<file path="src/rtl/qdr_rd_scheduler.sv">
// qdr_rd_scheduler: read-side scheduler for the QDR packet store.
// Shares one memory read-address port among four replay queues, grants
// round-robin and issues up to BURST_MAX back-to-back read commands per
// grant. Owns the per-queue head pointers and a per-queue credit counter
// sized to that queue's return FIFO.
// Build option: define QDR_RD_STRICT_PRIO_EN to replace round-robin with
// fixed priority (q0 highest). The default build is round-robin.
//
// Command handshake: a command is accepted by the memory on any cycle in
// which the scheduler is issuing and mem_rd_full is low; while mem_rd_full
// is high the pending command is held and nothing is strobed. Each accepted
// command appears one cycle later as a single-cycle mem_ad_r_n low /
// rd_tag_vld high pulse with address {qid, head} and rd_tag_qid.
module qdr_rd_scheduler #(
  parameter int NUM_QUEUES     = 4,
  parameter int MEM_ADDR_WIDTH = 19,
  parameter int PTR_WIDTH      = MEM_ADDR_WIDTH - 2,
  parameter int CREDITS        = 16,
  parameter int CREDIT_WIDTH   = 5,
  parameter int BURST_MAX      = 8
) (
  input  logic                      clk,
  input  logic                      rst_n,
  input  logic                      cal_done,
  input  logic [NUM_QUEUES-1:0]     q_enable,
  input  logic [PTR_WIDTH-1:0]      q0_addr_tail,
  input  logic [PTR_WIDTH-1:0]      q1_addr_tail,
  input  logic [PTR_WIDTH-1:0]      q2_addr_tail,
  input  logic [PTR_WIDTH-1:0]      q3_addr_tail,
  output logic [PTR_WIDTH-1:0]      q0_addr_head,
  output logic [PTR_WIDTH-1:0]      q1_addr_head,
  output logic [PTR_WIDTH-1:0]      q2_addr_head,
  output logic [PTR_WIDTH-1:0]      q3_addr_head,
  input  logic [NUM_QUEUES-1:0]     q_rd_done,
  input  logic                      mem_rd_full,
  output logic                      mem_ad_r_n,
  output logic [MEM_ADDR_WIDTH-1:0] mem_ad_rd,
  output logic                      rd_tag_vld,
  output logic [1:0]                rd_tag_qid,
  output logic [1:0]                dbg_state
);

  localparam int BCW = $clog2(BURST_MAX + 1);

  typedef enum logic [1:0] {
    S_IDLE  = 2'd0,
    S_ARB   = 2'd1,
    S_ISSUE = 2'd2
  } state_t;

  state_t state, state_nx;

  logic [NUM_QUEUES-1:0][PTR_WIDTH-1:0]    head_r;
  logic [NUM_QUEUES-1:0][PTR_WIDTH-1:0]    tail;
  logic [NUM_QUEUES-1:0][CREDIT_WIDTH-1:0] credit_r;
  logic [NUM_QUEUES-1:0]                   elig;
  logic [NUM_QUEUES-1:0]                   issue_vec;

  logic [1:0]     gnt_r, gnt_nx;
  logic [1:0]     rr_ptr, rr_nx;
  logic [BCW-1:0] burst_cnt;
  logic           burst_clr;
  logic           issue;
  logic           arb_any;
  logic [1:0]     arb_pick;
`ifndef QDR_RD_STRICT_PRIO_EN
  logic [1:0]     arb_idx;
`endif

  assign tail         = {q3_addr_tail, q2_addr_tail, q1_addr_tail, q0_addr_tail};
  assign q0_addr_head = head_r[0];
  assign q1_addr_head = head_r[1];
  assign q2_addr_head = head_r[2];
  assign q3_addr_head = head_r[3];
  assign dbg_state    = state;

  // Per-queue eligibility from the pre-increment head, so issue never passes tail.
  always_comb begin
    elig      = '0;
    issue_vec = '0;
    for (int i = 0; i < NUM_QUEUES; i++) begin
      elig[i]      = q_enable[i] && (head_r[i] != tail[i]) && (credit_r[i] != '0);
      issue_vec[i] = issue && (gnt_r == 2'(i));
    end
  end

`ifdef QDR_RD_STRICT_PRIO_EN
  // Fixed-priority pick: lowest-index eligible queue wins.
  always_comb begin
    arb_any  = |elig;
    arb_pick = '0;
    for (int i = NUM_QUEUES - 1; i >= 0; i--) begin
      if (elig[i]) arb_pick = 2'(i);
    end
  end
`else
  // Round-robin pick: first eligible queue at or after rr_ptr, cyclically.
  always_comb begin
    arb_any  = 1'b0;
    arb_pick = rr_ptr;
    arb_idx  = '0;
    for (int k = 0; k < NUM_QUEUES; k++) begin
      arb_idx = rr_ptr + 2'(k);
      if (!arb_any && elig[arb_idx]) begin
        arb_pick = arb_idx;
        arb_any  = 1'b1;
      end
    end
  end
`endif

  // Next-state logic: arbitration, burst issue and the cal_done abort path.
  always_comb begin
    state_nx  = state;
    gnt_nx    = gnt_r;
    rr_nx     = rr_ptr;
    burst_clr = 1'b0;
    issue     = 1'b0;
    case (state)
      S_IDLE: begin
        if (cal_done) state_nx = S_ARB;
      end
      S_ARB: begin
        if (!cal_done) begin
          state_nx = S_IDLE;
        end else if (arb_any) begin
          gnt_nx    = arb_pick;
          burst_clr = 1'b1;
          state_nx  = S_ISSUE;
        end
      end
      S_ISSUE: begin
        if (!cal_done) begin
          state_nx = S_IDLE;
        end else if (!elig[gnt_r]) begin
          rr_nx    = gnt_r + 2'd1;
          state_nx = S_ARB;
        end else if (!mem_rd_full) begin
          issue = 1'b1;
          if (burst_cnt == BCW'(BURST_MAX - 1)) begin
            rr_nx    = gnt_r + 2'd1;
            state_nx = S_ARB;
          end
        end
      end
      default: state_nx = S_IDLE;
    endcase
  end

  // FSM state, grant, round-robin pointer and burst counter registers.
  always_ff @(posedge clk or negedge rst_n) begin
    if (!rst_n) begin
      state     <= S_IDLE;
      gnt_r     <= '0;
      rr_ptr    <= '0;
      burst_cnt <= '0;
    end else begin
      state  <= state_nx;
      gnt_r  <= gnt_nx;
      rr_ptr <= rr_nx;
      if (burst_clr) burst_cnt <= '0;
      else if (issue) burst_cnt <= burst_cnt + BCW'(1);
    end
  end

  // Head pointers advance by one per issued command, wrapping naturally.
  always_ff @(posedge clk or negedge rst_n) begin
    if (!rst_n) begin
      head_r <= '0;
    end else begin
      for (int i = 0; i < NUM_QUEUES; i++) begin
        if (issue_vec[i]) head_r[i] <= head_r[i] + PTR_WIDTH'(1);
      end
    end
  end

  // Credits: issue takes one, a done pulse returns one (saturating at CREDITS).
  always_ff @(posedge clk or negedge rst_n) begin
    if (!rst_n) begin
      for (int i = 0; i < NUM_QUEUES; i++) credit_r[i] <= CREDIT_WIDTH'(CREDITS);
    end else begin
      for (int i = 0; i < NUM_QUEUES; i++) begin
        if (issue_vec[i] && !q_rd_done[i]) begin
          credit_r[i] <= credit_r[i] - CREDIT_WIDTH'(1);
        end else if (!issue_vec[i] && q_rd_done[i] &&
                     (credit_r[i] != CREDIT_WIDTH'(CREDITS))) begin
          credit_r[i] <= credit_r[i] + CREDIT_WIDTH'(1);
        end
      end
    end
  end

  // Registered command strobe, address and return-path tag.
  always_ff @(posedge clk or negedge rst_n) begin
    if (!rst_n) begin
      mem_ad_r_n <= 1'b1;
      mem_ad_rd  <= '0;
      rd_tag_vld <= 1'b0;
      rd_tag_qid <= '0;
    end else begin
      mem_ad_r_n <= !issue;
      rd_tag_vld <= issue;
      if (issue) begin
        mem_ad_rd  <= {gnt_r, head_r[gnt_r]};
        rd_tag_qid <= gnt_r;
      end
    end
  end

endmodule

</file>
<file path="config.mk">
export PLATFORM = sky130hd
export DESIGN_NAME = qdr_rd_scheduler
export DESIGN_NICKNAME = d
export VERILOG_FILES = /design/src/rtl/qdr_rd_scheduler.sv
export SDC_FILE = /design/constraint.sdc
export NUM_CORES = 1
export LEC_CHECK = 0
export BUFFER_PORTS_ARGS = -buffer_cell sky130_fd_sc_hd__buf_2
export CORE_MARGIN = 5
export CORE_UTILIZATION = 59
export DETAILED_ROUTE_END_ITERATION = 10
export HOLD_SLACK_MARGIN = 0.15
export PLACE_DENSITY = 0.92
export SLEW_MARGIN = 20
export SYNTH_ARGS = -nofsm -noshare
export SYNTH_HDL_FRONTEND = slang
export SYNTH_SLANG_ARGS = --single-unit
</file>
<file path="constraint.sdc">
create_clock -name clk -period 10.82 [get_ports clk]
set_input_delay 2.164 -clock clk [delete_from_list [all_inputs] [get_ports clk]]
set_output_delay 2.164 -clock clk [all_outputs]
set_load 0.005 [all_outputs]
</file>
# After elaboration in Yosys (flattened, before gate mapping)
# Cells that the tools add are included.
dict set report totals {
  register_bits 121
  word_cells 158
  out_inout_bits 93
}
dict set report classes {
  reduce_logical 53
  eq_ne 20
  n_mux 47
  addsub 17
  magnitude_cmp 5
}
# cell n
set op_table {}
lappend op_table {{17-bit by 1-bit adder with 17-bit output (second input constant)} 4}
lappend op_table {{17-bit != test} 4}
lappend op_table {{5-bit two-way mux} 8}
lappend op_table {{17-bit binary-select mux with 2-bit select} 1}
lappend op_table {{1-bit logical AND} 27}
lappend op_table {{2-bit two-way mux} 13}
lappend op_table {{5-bit by 1-bit adder with 5-bit output (second input constant)} 4}
lappend op_table {{5-bit != test (second input constant)} 4}
lappend op_table {{5-bit nonzero test} 4}
lappend op_table {{5-bit by 1-bit subtractor with 5-bit output (second input constant)} 4}
lappend op_table {{17-bit two-way mux} 1}
lappend op_table {{1-bit two-way mux} 16}
lappend op_table {{2-bit by 3-bit less-than comparator with 1-bit output (second input constant)} 5}
lappend op_table {{1-bit logical NOT} 12}
lappend op_table {{1-bit binary-select mux with 2-bit select} 5}
lappend op_table {{2-bit nonzero test} 5}
lappend op_table {{4-bit two-way mux} 2}
lappend op_table {{4-bit != test (second input constant)} 2}
lappend op_table {{4-bit AND reduction} 2}
lappend op_table {{2-bit == test (second input constant)} 3}
lappend op_table {{2-bit case mux with 3 select lines} 1}
lappend op_table {{2-bit by 1-bit adder with 2-bit output (second input constant)} 2}
lappend op_table {{2-bit adder (second input constant)} 2}
lappend op_table {{4-bit by 1-bit adder with 4-bit output (second input constant)} 1}
lappend op_table {{7 further kinds} 10}

# Logic depth before layout (Yosys ltp)
# Gate-level depths: netlist of the first run.
dict set report logic_depth {
  ltp_word 19
  ltp_mapped 20
}

# Least setup slack after synthesis of the first run
# No wires, ideal clock.
dict set report synth_path {
  kind {input-to-reg}
  start {in q0_addr_tail[11]}
  end {reg credit_r[4] in the netlist's numbering}
  cell_stages 19
  setup_slack_ps 5607
  setup_ps 84
  arrival_ps 5130
  path_cell_list {xnor2_1 > nand4_1 > nor4_2 > a41oi_2 > a22o_1 > buf_6 > nor2_1 > inv_1 > buf_2 > buf_2 > nand2_1 > inv_1 > ha_1 > nor2b_1 > o21ai_0 > nand2b_1 > or3_1 > mux2i_1 > a31oi_1}
}
dict set report synth_via {
  elab_chain_len 13
  elab_cells_between_ends 15
  cone_classes {eq/ne (1); mux (6); reduce/logical (8)}
}
# element line_no
set synth_rtl {}
lappend synth_rtl {{start, declared} 26} ;# input logic [PTR_WIDTH-1:0] q0_addr_tail,
lappend synth_rtl {{17-bit != test *} 82} ;# elig[i] = q_enable[i] && (head_r[i] != tail[i]) && (credit_r[i] != '0);
lappend synth_rtl {{1-bit logical AND * (2 in a row)} 82}
lappend synth_rtl {{1-bit binary-select mux with 2-bit select *} 135} ;# end else if (!elig[gnt_r]) begin
lappend synth_rtl {{1-bit two-way mux (not written as such) *} 135}
lappend synth_rtl {{1-bit two-way mux *} 135}
lappend synth_rtl {{1-bit two-way mux *} 133} ;# if (!cal_done) begin
lappend synth_rtl {{1-bit two-way mux *} 119} ;# case (state)
lappend synth_rtl {{1-bit logical AND *} 83} ;# issue_vec[i] = issue && (gnt_r == 2'(i));
lappend synth_rtl {{1-bit logical NOT} 185} ;# end else if (!issue_vec[i] && q_rd_done[i] &&
lappend synth_rtl {{1-bit logical AND (2 in a row)} 185}
lappend synth_rtl {{2-bit nonzero test (no line)} --}
lappend synth_rtl {{end signal, assigned by index} 184} ;# credit_r[i] <= credit_r[i] - CREDIT_WIDTH'(1);
lappend synth_rtl {{end signal, assigned by index} 187} ;# credit_r[i] <= credit_r[i] + CREDIT_WIDTH'(1);
lappend synth_rtl {{end, declared} 55} ;# logic [NUM_QUEUES-1:0][CREDIT_WIDTH-1:0] credit_r;
# Every way passes the cells marked *; elsewhere a longest branch is shown, timed or not. The select of a mux whose other input is x is not followed.
# A chain may end at the register's enable or synchronous reset.

# Worst setup path in the final report of the first run
dict set report layout_path {
  start {in q1_addr_tail[1]}
  end {reg credit_r[4] in the netlist's numbering}
}
dict set report layout_via {
  elab_chain_len 13
  elab_cells_between_ends 15
  cone_classes {eq/ne (1); mux (6); reduce/logical (8)}
}
# element line_no
set layout_rtl {}
lappend layout_rtl {{start, declared} 27} ;# input logic [PTR_WIDTH-1:0] q1_addr_tail,
lappend layout_rtl {{17-bit != test *} 82}
lappend layout_rtl {{1-bit logical AND * (2 in a row)} 82}
lappend layout_rtl {{1-bit binary-select mux with 2-bit select *} 135}
lappend layout_rtl {{1-bit two-way mux (not written as such) *} 135}
lappend layout_rtl {{1-bit two-way mux *} 135}
lappend layout_rtl {{1-bit two-way mux *} 133}
lappend layout_rtl {{1-bit two-way mux *} 119}
lappend layout_rtl {{1-bit logical AND *} 83}
lappend layout_rtl {{1-bit logical NOT} 185}
lappend layout_rtl {{1-bit logical AND (2 in a row)} 185}
lappend layout_rtl {{2-bit nonzero test (no line)} --}
# Marked as above.

==> results of run 1 <==
## cells by family (layout without fill, tap and decap cells)
group,after synthesis,after routing,synth area share [%]
simple gates,259,259,18.06
buf+inv,46,229,3.052
xor+xnor,147,147,17.54
compound gates,84,84,8.286
flops,119,119,40.67
mux,34,34,7.724
fa+ha+maj,25,25,4.672
## power by group
| part | switching (uW) | total [uW] | internal [uW] |
|---|---|---|---|
| combinational | 185 | 354 | 168 |
| clock | 203 | 581 | 378 |
| sequential | 82.2 | 583 | 500 |
| total | 471 | 1520 | 1050 |
## sequential cells by signal, indices dropped and copies added, names as in the netlist
register / cells
burst_cnt: 4
credit_r: 20
dbg_state: 2
gnt_r: 2
mem_ad_r_n: 1
mem_ad_rd: 19
q0_addr_head: 17
q1_addr_head: 17
q2_addr_head: 17
q3_addr_head: 17
rd_tag_vld: 1
rr_ptr: 2
## synthesized netlist by cell type, drive strengths merged (3+ instances only)
library cell	n	area share (%)
nand3	26	1.8
clkbuf	3	0.15
a21oi	16	1.2
inv	22	1.1
and3	17	1.4
or3	6	0.51
nor2	21	1.1
mux2	11	1.7
buf	21	1.8
nor3	28	1.9
o21a	3	0.31
a21o	10	1.0
or2	3	0.26
a22o	9	1.1
fa	4	1.1
mux4	17	5.2
xnor2	95	11
o21ai	21	1.7
ha	21	3.6
xor2	52	6.2
and4	3	0.36
nand2	91	4.7
nand4	25	2.1
a211oi	4	0.41
dfrtp	114	39
a31oi	4	0.34
nor2b	7	0.60
or4	4	0.41
o2bb2ai	4	0.48
nor4b	3	0.36
mux2i	6	0.82
dfstp	5	1.8
nor4	18	1.9
## routing by layer
| layer | GRT usage [%] | wire length (um) |
|---|---|---|
| met1 | 40.09 | 8174 |
| met2 | 52.37 | 10970 |
| met3 | 8.392 | 2854 |
| met4 | 13.10 | 947 |
| met5 | 0 | 0 |
## final cells by class
type,instances,area [um^2],share of cell area [%]
Clock buffer,23,478.0,5.370
Clock inverter,9,122.6,1.378
Inverter,22,82.58,0.9277
Sequential cell,119,2984,33.53
Tap cell,168,210.2,2.362
Timing Repair Buffer,175,885.9,9.952
Multi-Input combinational cell,549,4138,46.49
## metrics by stage
stage / utilization, % / power, uW / cells
final: 73.49 / 1517 / 1065
after global routing: 73.49 / 1582 / 1065
after CTS: 73.49 / 1513 / 1065
after detailed placement: 68.53 / 927.3 / 1033
after global placement: 68.53 / 911.1 / 1033
after floorplan: - / 815.2 / 714
## worst max-delay path, cell delays in order
cell and delay [ps]:
buf_2 110, xnor2_1 170, nand4_1 140, nor4_1 630
a211oi_1 240, o21a_1 420, nor2_4 170, inv_1 440
nand2_1 280, inv_1 120, ha_1 330, nor2b_1 140
o21ai_0 210, nand2b_1 150, or3_1 340, mux2i_1 190
a31oi_1 60
## worst paths after layout
path / start / endpoint / slack [ps]
max in group asynchronous: rst_n / mem_ad_rd[5] / 7690
worst min register to register: mem_ad_rd[10] / mem_ad_rd[10] / 480
worst max-delay path: q1_addr_tail[1] / credit_r[4] / 4840
worst max register to register: gnt_r[1] / credit_r[4] / 5840
min in group asynchronous: rst_n / q2_addr_head[12] / 1780
worst min-delay path: mem_ad_rd[10] / mem_ad_rd[10] / 480
==> metrics.csv, run 1 <==
metric,value,unit
outcome,"finished, final reports clean",
"Net Count, Synth",819,
Fin Clk Skew,7.093,ps
NumNets Final,989,
Peak Freq,0.1673,GHz
clk sinks,119,
vias per cell,6.350,
TritonCTS clock tree,yes,
height of the die,121.5,um
H-tree depth,4,
Synth Area per Inst,10.28,um^2
power density over the cells,170.5,nW/um^2
final setup violation count,0,
Clock transition at path regs,60,ps
Final Hold Vio Count,0,
Post-CTS Setup Inserts,0,
largest net degree at the start of global routing,70,
worst r2r path cells,14,
core area,12110,um^2
"commonest non-fill, non-tap cell in the layout",buf_2,
Synth cell types,56,
post-cts sizing count,0,
data arrival time of the worst path,6320,ps
synthesis-to-layout area growth,21.30,%
"EDFF count, synth",0,
CTS Root Cell,clkbuf_16,
Antenna Cells,0,
Worst-Skew Late Latency,420,ps
CP Max Fanout,30,
Filler Cells Inserted,785,
worst setup margin,4841,ps
final WL,22940,um
# DRC,0,
gpl congestion,0.9514,
Pleak,0.004529,uW
hold depth,2,
Post-synth top flop,dfrtp_1,
Gate Count Post-Synth,714,
Overflow after GRT,0,
"FFs w/ async S/R, synth",100.0,%
Final Instance Area,8901,um^2
initial core utilization,60.59,%
Hold Path Class,register to register,
All-Layer GR Usage,31.85,%
Max Slew Vio Count,0,
post-route minimum period,5979,ps
DIE AREA,14770,um^2
drt wl/cell,21.54,um
share of layout cells above drive strength 1,28.21,%
slew margin rel.,31.75,%
Tcrit/Tclk final,55.26,%
RSZ-0062 raised after global routing,no,
worst endpoint required time,11160,ps
Worst setup EP type,register,
Initial DRT Pass Iterations,8,
WHS,477.1,ps
ANT nets after route,0,
max-cap violation count,0,
Worst Setup Start Kind,input port,
PortBufs,172,
setup TNS,0,ps
peak supply drop,0.0001418,V
CTS Buf Count,17,
# rows,40,
Die W,121.5,um
Place WS,4699,ps
"Seq/Total Area, Yosys",40.66,%
Yosys reg bits,119,
mapped cell area,7338,um^2
global-route wire length before repair,36380,um
Final HPWL DP,15880,um
total vias in the final route,6763,
YS warnings,0,
initial antenna violation count,0,
vias in the first global route,6816,
"commonest non-fill, non-tap cells in the layout","buf_2 (171), dfrtp_1 (114), xnor2_1 (95)",
Post-CTS Hold Buffers,0,
worst-case clock buffer depth,2,
Worst-Margin Slew,1023,ps
Initial DRC Count,1038,
Placed Instance Area,8300,um^2
kind of critical path,input port to register,
I/O pin cnt,173,
Note: power is estimated with default switching activity, not from simulation.
==> run 2, diff against run 1 <==
Settings changed: ABC_AREA from default to 1, CORE_UTILIZATION 59 to 50, PLACE_DENSITY 0.92 to 0.82.
Clock period 10.82 ns to 4.96 ns, I/O delays scaled along.
==> run 2 against run 1 <==
Synthesized area grew 9.4%. Sequential power is 150% higher. Register-to-register slack worse by 4100 ps. Clock skew up 0.60 ps. Clock power up 140%. Via count is 16% higher. Sequential share of layout area fell by 2.8 points. First-iteration DRC count down 45%. Critical path depth rose by 8. Cell count is 41% higher. Synthesized cell count rose by 54%. Core utilization shrank 12 points. Largest power group is now combinational cells. Highest routed layer is now met5.
==> metrics.csv, run 2 <==
metric,value,unit
Synth Area per Inst,7.319,um^2
Fin Clk Skew,7.688,ps
final WL,23280,um
"FFs w/ async S/R, synth",100.0,%
Final Hold Vio Count,0,
worst setup margin,1696,ps
peak supply drop,0.0002965,V
CP Max Fanout,13,
Filler Cells Inserted,1429,
DIE AREA,18690,um^2
CTS Buf Count,17,
Place WS,1311,ps
largest net degree at the start of global routing,59,
Post-synth top flop,dfrtp_1,
Synth area leader,dfrtp_1,
Worst-Margin Slew,756.1,ps
"Net Count, Synth",1202,
setup TNS,0,ps
M1 WL,9621,um
worst endpoint required time,5310,ps
post-cts sizing count,0,
Clock transition at path regs,60,ps
Antenna Cells,0,
Gate Count Post-Synth,1097,
I/O pin cnt,173,
max-cap violation count,0,
Yosys reg bits,119,
Top reg by flops,credit_r,
Final HPWL DP,17840,um
global-route wire length before repair,36860,um
Initial DRT Pass Iterations,6,
ANT nets after route,0,
RSZ-0062 raised after global routing,no,
"commonest non-fill, non-tap cell in the layout",nand2_1,
Initial DRC Count,570,
top cell type's share of synthesized area,35.53,%
outcome,"finished, final reports clean",
vias per cell,5.248,
most frequent cell after synthesis,nand2_1,
slew margin rel.,49.41,%
mapped cell area,8029,um^2
# DRC,0,
"EDFF count, synth",0,
Worst setup EP type,register,
WL met2,10980,um
NumNets Final,1373,
"commonest non-fill, non-tap cells in the layout","nand2_1 (333), buf_2 (171), inv_1 (127)",
# rows,46,
Synth cell types,37,
Tcrit/Tclk final,65.80,%
synthesis-to-layout area growth,20.96,%
TritonCTS clock tree,yes,
Peak Freq,0.3064,GHz
"Seq/Total Area, Yosys",37.17,%
vias in the first global route,7403,
Top Metal Used,met5,
share of layout cells above drive strength 1,20.69,%
area of the multi-input gates,4330,um^2
gpl congestion,0.9281,
Max Slew Vio Count,0,
initial antenna violation count,1,
worst-case clock buffer depth,2,
clk sinks,119,
initial core utilization,50.73,%
Worst Setup Start Kind,input port,
core area,15830,um^2
CTS Root Cell,clkbuf_16,
max reg flops,20,
Post-CTS Hold Buffers,0,
Synth area leaders,"dfrtp_1 (36%), nand2_1 (16%), xor2_1 (7.4%)",
Overflow after GRT,0,
Die W,136.7,um
largest registers,"credit_r (20), mem_ad_rd (19)",
Worst-Skew Late Latency,420,ps
total vias in the final route,7857,
All-Layer GR Usage,25.40,%
data arrival time of the worst path,3620,ps
power density over the cells,439.7,nW/um^2
Hold Path Class,register to register,
register area,2984,um^2
met3 routed WL,1984,um
Commonest cells post-synth,"nand2_1 (333), inv_1 (127), dfrtp_1 (114)",
final setup violation count,0,
PortBufs,172,
post-route minimum period,3264,ps
H-tree depth,4,
Post-CTS Setup Inserts,0,
kind of critical path,input port to register,
Pleak,0.005236,uW
power consumption,4270,uW
drt wl/cell,15.55,um
height of the die,136.7,um
YS warnings,0,
[run 2: cell count changes after synthesis, sizes merged, moves of 16 or more]
cell / delta
nand2: +252
inv: +131
nor2: +59
nand3: +57
xnor2: -55
o21ai: +35
a21oi: +17
mux4: -17
and3: -16
xor2: +16
[run 2: critical path, cell delays in order]
cell and delay, ps:
buf_2 90, inv_1 30, nand2_1 50, nand2_1 50, nor2_1 100, nand2_1 50
nor2_1 220, nand3_2 160, nand2_1 80, nand2_1 50, nand3_2 120, nand2_4 120
nand3_4 140, inv_2 130, nand2_2 130, inv_1 90, ha_1 290, inv_1 100
o21bai_1 80, a31oi_1 200, inv_1 80, nand2_1 90, nand2_1 60, nand2_1 60
nand2_1 40
[run 2: path summary, 6_finish.rpt]
| check | from | endpoint | slack, ps | depth (start not counted) |
|---|---|---|---|---|
| worst max register to register | gnt_r[0] | credit_r[14] | 1780 | 16 |
| worst min-delay path | mem_ad_rd[14] | mem_ad_rd[14] | 480 | 2 |
| worst min register to register | mem_ad_rd[14] | mem_ad_rd[14] | 480 | 2 |
| max in group asynchronous | rst_n | mem_ad_r_n | 3320 | 2 |
| min in group asynchronous | rst_n | credit_r[3] | 630 | 1 |
| worst max-delay path | q2_addr_tail[16] | credit_r[19] | 1700 | 25 |
[run 2: cell type report]
| cell class | count | share of cell area (%) |
|---|---|---|
| timing repair buffer | 177 | 9.276 |
| clock buffer | 23 | 4.921 |
| sequential | 119 | 30.73 |
| multi-input combinational | 799 | 44.59 |
| inverter | 154 | 5.952 |
| tap | 216 | 2.783 |
| clock inverter | 9 | 1.752 |
[run 2: cells by family after synthesis]
kind of cell | after synthesis | share of synthesized area [%]
compound gates | 110 | 7.558
buf+inv | 179 | 8.898
fa+ha+maj | 25 | 4.270
xor+xnor | 108 | 11.78
simple gates | 556 | 30.33
flops | 119 | 37.17
[run 2: routing by layer]
| metal | vias to the layer above | GRT usage, % |
|---|---|---|
| li1 | 3814 | - |
| met1 | 3637 | 33.19 |
| met2 | 348 | 41.32 |
| met3 | 56 | 5.772 |
| met4 | 2 | 9.406 |
| met5 | - | 0 |
[run 2: metrics by stage]
stage | std cells | util, % | cell area [um^2] | hold slack, ps
2_1_floorplan | 1097 | - | 8029 | 449.0
3_3_place_gp | 1465 | 57.26 | 9064 | 457.2
3_5_place_dp | 1465 | 57.26 | 9064 | 467.7
4_1_cts | 1497 | 61.36 | 9712 | 477.1
5_1_grt | 1497 | 61.36 | 9712 | 516.7
6_report | 1497 | 61.36 | 9712 | 475.9
[run 2: where the power goes]
group	total, uW	internal (uW)	switching, uW
logic	1470	559	911
registers	1430	1200	231
clock network	1370	928	440
==> run 3, diff against run 2 <==
Clock period 4.96 ns to 2.9 ns, I/O delays scaled along.
==> run 3 against run 2 <==
Hold slack got worse by 31 ps. Cell count is 3.6% higher. Non-clock buffer count increased by 55. Global-route usage is 0.28 points higher. Die area unchanged. Clock skew grew 2.5 ps. Core utilization rose by 3.4 points. Critical endpoint is now credit_r[9].
==> metrics.csv, run 3 (synthesized netlist as in run 2, its figures left out) <==
metric,value,unit
CTS Root Cell,clkbuf_16,
Pleak,0.005461,uW
CP max stage delay,410,ps
power density over the cells,730.6,nW/um^2
slew margin rel.,57.35,%
I/O pin cnt,173,
Initial DRC Count,475,
Logic pwr share,35.8,%
share of layout cells above drive strength 1,26.82,%
Clock transition at path regs,50,ps
vias in the first global route,7558,
kind of critical path,register to register,
RSZ-0062 raised after global routing,yes,
gpl congestion,0.9321,
max-cap violation count,0,
global-route wire length before repair,37320,um
Final Hold Vio Count,0,
# DRC,0,
synthesis-to-layout area growth,27.61,%
worst endpoint required time,3250,ps
Final HPWL DP,18690,um
CTS Buf Count,17,
crit path cell chain,"nor4_2, nand2_1, nand2_1, inv_1, nand2_1, nand2_1, nand3_2, nand2_4, nand3_4, inv_4, nand2_4, clkinvlp_4, fa_2, nand2_2, nand2_2, a21oi_2, nand2_1, nand2_1, nand2_1, nand2_1, nand2_1",
Worst setup EP type,register,
initial antenna violation count,0,
Worst-Skew Late Latency,420,ps
ANT nets after route,0,
Overflow after GRT,0,
TritonCTS clock tree,yes,
initial core utilization,50.73,%
post-route minimum period,2797,ps
largest registers,"credit_r (20), mem_ad_rd (19)",
PortBufs,172,
Antenna Cells,0,
Peak Freq,0.3575,GHz
"commonest non-fill, non-tap cells in the layout","nand2_1 (330), buf_2 (171), inv_1 (118)",
Die W,136.7,um
Hold Path Class,input port to register,
outcome,"finished, final reports clean",
final WL,24130,um
Max Slew Vio Count,0,
setup TNS,0,ps
# rows,46,
max reg flops,20,
peak supply drop,0.0004756,V
vias per cell,5.221,
height of the die,136.7,um
All-Layer GR Usage,25.69,%
NumNets Final,1428,
Top reg by flops,credit_r,
WHS,444.8,ps
Worst Setup Start Kind,register,
final setup violation count,0,
Initial DRT Pass Iterations,6,
worst-case clock buffer depth,2,
CP Max Fanout,6,
Sw Share,37.30,%
Tcrit/Tclk final,96.45,%
core area,15830,um^2
Fin Clk Skew,10.23,ps
H-tree depth,4,
P_int,4693,uW
crit-path most repeated cell,nand2_1,
Clk network pwr share,30.8,%
largest net degree at the start of global routing,69,
clk sinks,119,
DIE AREA,18690,um^2
total vias in the final route,8097,
Worst-Margin Slew,633.8,ps
data arrival time of the worst path,3150,ps
sequential power share,33.3,%
drt wl/cell,15.56,um
Sw Pwr,2793,uW
CP max stage cell,dfrtp_1,
"commonest non-fill, non-tap cell in the layout",nand2_1,
[run 3: changes by cell type in the layout (fill, tap and decap cells not counted), sizes merged]
cell / delta
buf: +54
clkbuf: -1
clkinv: -1
clkinvlp: +2
dlygate4sd3: +1
inv: -1
[run 3: per-layer routing]
layer  vias up  routed length (um)  global-route usage (%)
li1       3924                   -                       -
met2       344               11440                   42.28
met4         0                 460                   8.175
met1      3793               10200                   34.04
met3        36                2025                   5.331
met5         -                   0                       0
[run 3: repair_timing]
| action | 4_1_cts | 5_1_grt |
|---|---|---|
| hold buffers | 1 | 0 |
| setup buffers | 0 | 15 |
| hold endpoints to repair | 19 | 0 |
| pin swaps | 0 | 12 |
| gates resized for setup | 2 | 42 |
| endpoints found under the setup margin | 2 | 7 |
| cloned | 0 | 0 |
[run 3: final timing paths]
check	from	to	slack, ps	cells past startpoint
max	credit_r[1]	credit_r[9]	100	21
min	cal_done	dbg_state[0]	440	3
max reg2reg	credit_r[1]	credit_r[9]	100	21
min reg2reg	credit_r[19]	credit_r[19]	470	2
max in group asynchronous	rst_n	credit_r[19]	1540	3
min in group asynchronous	rst_n	q1_addr_head[9]	600	2
[run 3: power by group through the flow]
stage	Combinational [uW]	Clock, uW	Sequential (uW)
after floorplan	1720	0	2380
after global placement	2520	0	2460
after detailed placement	2590	0	2470
after CTS	2620	2320	2450
after global routing	3010	2400	2540
final	2680	2310	2490
[run 3: per-stage QoR]
stage / worst slack [ps] / std cells / util, % / power [uW] / instance area (um^2)
6_report: 103.1 / 1551 / 64.74 / 7486 / 10250
5_1_grt: -108.1 / 1551 / 64.74 / 7941 / 10250
4_1_cts: 4.301 / 1536 / 63.30 / 7388 / 10020
3_5_place_dp: -134.8 / 1504 / 59.19 / 5059 / 9369
3_3_place_gp: -3.777 / 1504 / 59.19 / 4977 / 9369
2_1_floorplan: 101.6 / 1097 / - / 4100 / 8029
[run 3: layout make-up]
type | instances | area [um^2]
fill | 1314 | 5582
multi-input combinational | 799 | 4418
sequential | 119 | 3005
timing repair buffer | 232 | 1329
inverter | 154 | 586.8
clock buffer | 22 | 464.2
tap | 216 | 270.3
clock inverter | 9 | 172.7
[run 3: worst max-delay path: cells and delay by family (launching register included)]
kind                       cells  cell delay (ps)
buffers and inverters          3              250
adders and majority gates      1              370
DFF                            1              410
AOI/OAI and AO/OA              1              150
and+or+nand+nor               16             1520
